[src/rtl/fc_bus_pkg.sv]
// Shared types and default widths for the read/write bus arbiter.
package fc_bus_pkg;

  localparam int unsigned DefAddrW   = 28;
  localparam int unsigned DefLenW    = 4;
  localparam int unsigned DefIdW     = 4;
  localparam int unsigned DefTimeout = 255;

  typedef enum logic [2:0] {
    StIdle,
    StRdAddr,
    StRdData,
    StWrAddr,
    StWrData
  } arb_state_e;

  typedef enum logic {
    GntRd = 1'b0,
    GntWr = 1'b1
  } grant_side_e;

endpackage

[src/rtl/fc_rr_arb2.sv]
// Two-way round-robin arbiter: on a tie the side opposite last_grant wins.
module fc_rr_arb2
  import fc_bus_pkg::*;
(
  input  logic        rd_valid,
  input  logic        wr_valid,
  input  grant_side_e last_grant,
  output logic [1:0]  grant       // bit 0 = read, bit 1 = write
);

  always_comb begin
    grant = 2'b00;
    if (rd_valid && wr_valid) begin
      grant = (last_grant == GntWr) ? 2'b01 : 2'b10;
    end else if (rd_valid) begin
      grant = 2'b01;
    end else if (wr_valid) begin
      grant = 2'b10;
    end
  end

endmodule

[src/rtl/fc_bus_arb.sv]
// Arbitrates read and write controllers onto one shared address/data bus,
// tracking burst length and a per-beat watchdog during the data phase.
module fc_bus_arb
  import fc_bus_pkg::*;
#(
  parameter int unsigned ADDR_W  = DefAddrW,
  parameter int unsigned LEN_W   = DefLenW,
  parameter int unsigned ID_W    = DefIdW,
  parameter int unsigned TIMEOUT = DefTimeout
) (
  input  logic              clk,
  input  logic              rst_n,
  input  logic              rd_req_valid,
  input  logic [ADDR_W-1:0] rd_req_addr,
  input  logic [LEN_W-1:0]  rd_req_len,
  input  logic [ID_W-1:0]   rd_req_id,
  output logic              rd_req_ready,
  input  logic              wr_req_valid,
  input  logic [ADDR_W-1:0] wr_req_addr,
  input  logic [LEN_W-1:0]  wr_req_len,
  input  logic [ID_W-1:0]   wr_req_id,
  output logic              wr_req_ready,
  output logic [ADDR_W-1:0] bus_addr,
  output logic [LEN_W-1:0]  bus_len,
  output logic [ID_W-1:0]   bus_id,
  output logic              bus_addr_valid,
  input  logic              bus_addr_ready,
  output logic              bus_is_write,
  input  logic              rvalid,
  input  logic              rlast,
  input  logic              wready,
  input  logic              wuser_last,
  output logic              link_read,
  output logic              link_write,
  output logic              timeout_err,
  output logic              len_err
);

  localparam int unsigned WdogW = $clog2(TIMEOUT + 1);

  arb_state_e       state_q;
  grant_side_e      last_grant_q;
  logic [LEN_W-1:0] xfer_len_q;
  logic [LEN_W-1:0] beat_cnt_q;
  logic [WdogW-1:0] wdog_q;
  logic [1:0]       grant;
  logic             beat;
  logic             beat_last;
  logic             len_done;

  fc_rr_arb2 u_rr_arb2 (
    .rd_valid   (rd_req_valid),
    .wr_valid   (wr_req_valid),
    .last_grant (last_grant_q),
    .grant      (grant)
  );

  assign rd_req_ready = (state_q == StRdAddr) && bus_addr_ready;
  assign wr_req_ready = (state_q == StWrAddr) && bus_addr_ready;

  // Only the beat signals of the active direction matter in a data phase.
  assign beat      = (state_q == StRdData) ? rvalid : wready;
  assign beat_last = (state_q == StRdData) ? rlast  : wuser_last;
  assign len_done  = (beat_cnt_q == xfer_len_q);

  always_ff @(posedge clk) begin
    if (!rst_n) begin
      state_q        <= StIdle;
      last_grant_q   <= GntWr;
      xfer_len_q     <= '0;
      beat_cnt_q     <= '0;
      wdog_q         <= '0;
      bus_addr       <= '0;
      bus_len        <= '0;
      bus_id         <= '0;
      bus_addr_valid <= 1'b0;
      bus_is_write   <= 1'b0;
      link_read      <= 1'b0;
      link_write     <= 1'b0;
      timeout_err    <= 1'b0;
      len_err        <= 1'b0;
    end else begin
      timeout_err <= 1'b0;
      len_err     <= 1'b0;
      unique case (state_q)
        StIdle: begin
          if (grant[0]) begin
            state_q        <= StRdAddr;
            last_grant_q   <= GntRd;
            bus_addr       <= rd_req_addr;
            bus_len        <= rd_req_len;
            bus_id         <= rd_req_id;
            xfer_len_q     <= rd_req_len;
            bus_addr_valid <= 1'b1;
            bus_is_write   <= 1'b0;
            link_read      <= 1'b1;
          end else if (grant[1]) begin
            state_q        <= StWrAddr;
            last_grant_q   <= GntWr;
            bus_addr       <= wr_req_addr;
            bus_len        <= wr_req_len;
            bus_id         <= wr_req_id;
            xfer_len_q     <= wr_req_len;
            bus_addr_valid <= 1'b1;
            bus_is_write   <= 1'b1;
            link_write     <= 1'b1;
          end
        end
        StRdAddr, StWrAddr: begin
          if (bus_addr_ready) begin
            state_q        <= (state_q == StRdAddr) ? StRdData : StWrData;
            bus_addr_valid <= 1'b0;
            bus_addr       <= '0;
            bus_len        <= '0;
            bus_id         <= '0;
            beat_cnt_q     <= '0;
            wdog_q         <= '0;
          end
        end
        StRdData, StWrData: begin
          if (beat) begin
            wdog_q <= '0;
            // Either the count or the last flag closes the burst; a mismatch is an error.
            if (len_done || beat_last) begin
              state_q      <= StIdle;
              link_read    <= 1'b0;
              link_write   <= 1'b0;
              bus_is_write <= 1'b0;
              len_err      <= !(len_done && beat_last);
            end else begin
              beat_cnt_q <= beat_cnt_q + 1'b1;
            end
          end else if (wdog_q == WdogW'(TIMEOUT - 1)) begin
            state_q      <= StIdle;
            link_read    <= 1'b0;
            link_write   <= 1'b0;
            bus_is_write <= 1'b0;
            timeout_err  <= 1'b1;
          end else begin
            wdog_q <= wdog_q + 1'b1;
          end
        end
        default: state_q <= StIdle;
      endcase
    end
  end

endmodule
[config.mk]
export PLATFORM = sky130hd
export DESIGN_NAME = fc_bus_arb
export DESIGN_NICKNAME = d
export VERILOG_FILES = /design/src/rtl/fc_bus_pkg.sv /design/src/rtl/fc_rr_arb2.sv /design/src/rtl/fc_bus_arb.sv
export SDC_FILE = /design/constraint.sdc
export NUM_CORES = 1
export LEC_CHECK = 0
export ABC_CLOCK_PERIOD_IN_PS = 2600
export CORE_UTILIZATION = 44
export CTS_CLUSTER_DIAMETER = 80
export DETAILED_ROUTE_END_ITERATION = 8
export PLACE_DENSITY = 0.88
export SLEW_MARGIN = 20
export SYNTH_ARGS = -nofsm -noshare
export SYNTH_HDL_FRONTEND = slang
export SYNTH_SLANG_ARGS = --single-unit
[constraint.sdc]
create_clock -name clk -period 2.6 [get_ports clk]
set_clock_uncertainty 0.15 [all_clocks]
set_input_delay 0.52 -clock clk [delete_from_list [all_inputs] [get_ports clk]]
set_output_delay 0.52 -clock clk [all_outputs]
set_load 0.01 [all_outputs]
==> qor.yml <==
cpMostUsedCell: "clkdlybuf4s50_1"
core_area_mm2: 0.00725
yosysMostFrequentCell: "dfxtp_1"
finalHoldViolations: 0
reg2reg_from: "state_q[1]$_SDFFE_PN0P_"
firstDrtPassIters: 4
grt_pass1_vias: 3161
finalCritPeriodShare: 0.939
clock_latency_ns: 0.34
power_frac_seq: 0.383
yosysTopAreaCell: "dfxtp_1"
maxCapViolCount: 0
grt_usage: 0.244
synthCells: 412
wl_per_cell_um: 15.0
power_mw: 2.99
reg2reg_depth: 5
async_flop_share: 0
ys_warn_count: 0
chipHeight_um: 88.5
cts.clk_slew.worst_paths_ns: 0.07
detail-route-antenna-nets: 0
worstSetupStartpointType: "primary input"
cts_tree: "built"
clock_path_buffers: 2
netlist_area_mm2: 0.00329
ir_worst_vdd_uv: 293
htreeDepth: 3
power_density_mw_per_mm2: 613
vias: 3484
grt-ovfl-total: 0
r2r-end: "wdog_q[6]$_SDFFE_PN0P_"
syn_nets: 496
fmax_mhz: 409
cp_top_family: "buffers and inverters"
worst_slack_ns: 0.157
path_depth: 4
synth-seq-area-share: 0.377
synth_ff_type: "dfxtp_1"
period_needed_ns: 2.44
setup_viol: 0
critPathCaptureType: "output pin"
p_comb_frac: 0.317
start_util: 0.454
crit_slowest_cell: "clkdlybuf4s50_1"
synth_commonest_cells: "62 x dfxtp_1, 55 x a21oi_1, 43 x nand2_1"
tightest_slew_ns: 0.708
synth-edff-count: 0
crit_fanout: 3
switching_share: 0.311
drive_gt1_frac: 0.0775
critPathKind: "primary input to output pin"
syn_to_final_growth_pct: 47.9
path_cells: "clkdlybuf4s50_1 -> nand3b_1 -> nor2_1 -> clkdlybuf4s50_1"
grt_max_degree: 76
crit_required_ns: 1.93
cts.sinks: 62
synth-seq-cells: 62
ys_types: 53
numPortBuffers: 124
hold_buffers: 0
die_w_um: 88.5
grt_pass1_wl_um: 14700
regToRegSetupSlack_ns: 0.31
status: "complete, no violations"
dieArea_mm2: 0.00784
critPathLaunch: "bus_addr_ready"
leakage_nw: 1.82
drtIter0Drc: 146
cp-endpoint: "rd_req_ready"
synth.area.top_cells: "dfxtp_1 38%, a21oi_1 8.4%, a21boi_0 8.2%"
row_count: 31
relSlewSlack: 0.528
drv_slew: 0
crit_path_max_incr_delay_ns: 0.55
arrival_ns: 1.77
post-route-util: 0.672
clockRootBuffer: "clkbuf_8"
antenna_found_initial: 0
p_clk_frac: 0.300
tns_ns: 0
hp-class: "flop to flop"
grt_setup_unrepaired: "false"
diodes: 0
place_ws_ns: 0.0190
synth_top_area_share: 0.377
routabilityCongestion: 0.840
crit_buf_inv: 2
drc: 0
p_switching_uw: 929
p_int_mw: 2.06
ios: 125
cts_made_buffers: 9
wl_um: 9420
avgSynthCellArea_um2: 8.00
vias_per_cell: 5.55
nNetsFinal: 609
hpwl_um: 6600
state kept, by name (all words and copies together), names as in the netlist, 3 cells and up:
signal / count
wdog_q: 8
bus_len: 4
bus_addr: 28
state_q: 3
bus_id: 4
xfer_len_q: 4
beat_cnt_q: 4
tightest hold or removal path: stages (launching register included):
cell,delay (ns)
dfxtp_1,0.31
nand2_1,0.05
a21oi_1,0.05
power by group through the flow:
stage          registers, mW  logic (mW)  clock network (mW)
3_5_place_dp            1.16       0.945                   0
3_3_place_gp            1.16       0.924                   0
5_1_grt                 1.16        1.04               0.949
6_report                1.14       0.947               0.896
2_1_floorplan           1.18       0.478                   0
4_1_cts                 1.14       0.952               0.907
timing repair:
action | in CTS | in global routing
setup buffers | 0 | 0
setup endpoints to repair | 0 | 1
resized for setup | 0 | 2
worst min path at each step:
stage	depth (start not counted)	slack [ns]	start	endpoint
after floorplan	2	0.30	wdog_q[6]$_SDFFE_PN0P_	wdog_q[6]$_SDFFE_PN0P_
after global placement	2	0.29	bus_addr[20]$_SDFFE_PN0P_	bus_addr[20]$_SDFFE_PN0P_
after detailed placement	2	0.29	bus_addr[25]$_SDFFE_PN0P_	bus_addr[25]$_SDFFE_PN0P_
after CTS	2	0.30	bus_addr[11]$_SDFFE_PN0P_	bus_addr[11]$_SDFFE_PN0P_
after global routing	2	0.32	bus_len[3]$_SDFFE_PN0P_	bus_len[3]$_SDFFE_PN0P_
final	2	0.30	bus_addr[11]$_SDFFE_PN0P_	bus_addr[11]$_SDFFE_PN0P_
cell type report:
class / count / area [um2]
well taps: 99 / 124
flip-flops and latches: 62 / 1240
multi-input cells: 308 / 1890
repair buffers: 138 / 1380
clock inverters: 3 / 42.5
clock buffers: 12 / 165
fillers: 606 / 2380
inverters: 6 / 22.5
metal layers:
layer,global-route usage,part of all wire
met5,0,0
met4,0.106,0.017
met3,0.0718,0.070
met2,0.418,0.51
met1,0.283,0.40
cell usage in the layout, fill, tap and decap left out, types with 5 or more instances in the layout:
cell type,instances
a21boi_0,36
a21oi_1,55
and3_1,38
buf_4,11
clkbuf_8,12
clkdlybuf4s50_1,122
dfxtp_1,61
inv_1,5
mux2i_1,5
nand2_1,43
nand2b_1,6
nand3_1,8
nor2_1,5
nor3_1,5
o211ai_1,6
o21ai_0,10
o21ai_1,31
xnor2_1,5
logic make-up (layout without fill, tap and decap cells):
family / Yosys count / in the layout / synth area share
fa+ha+maj: 3 / 3 / 0.0114
simple gates: 133 / 133 / 0.224
flops: 62 / 62 / 0.377
compound gates: 161 / 161 / 0.303
xor+xnor: 6 / 6 / 0.0182
mux: 5 / 5 / 0.0152
buf+inv: 42 / 159 / 0.0513
per-stage QoR:
step | cell area, um2 | hold WS [ns] | instances
2_1_floorplan | 3290 | 0.302 | 412
3_3_place_gp | 4660 | 0.289 | 613
3_5_place_dp | 4660 | 0.294 | 613
4_1_cts | 4870 | 0.303 | 628
5_1_grt | 4870 | 0.316 | 628
6_report | 4870 | 0.301 | 628
Note: power is estimated with default switching activity, not from simulation.
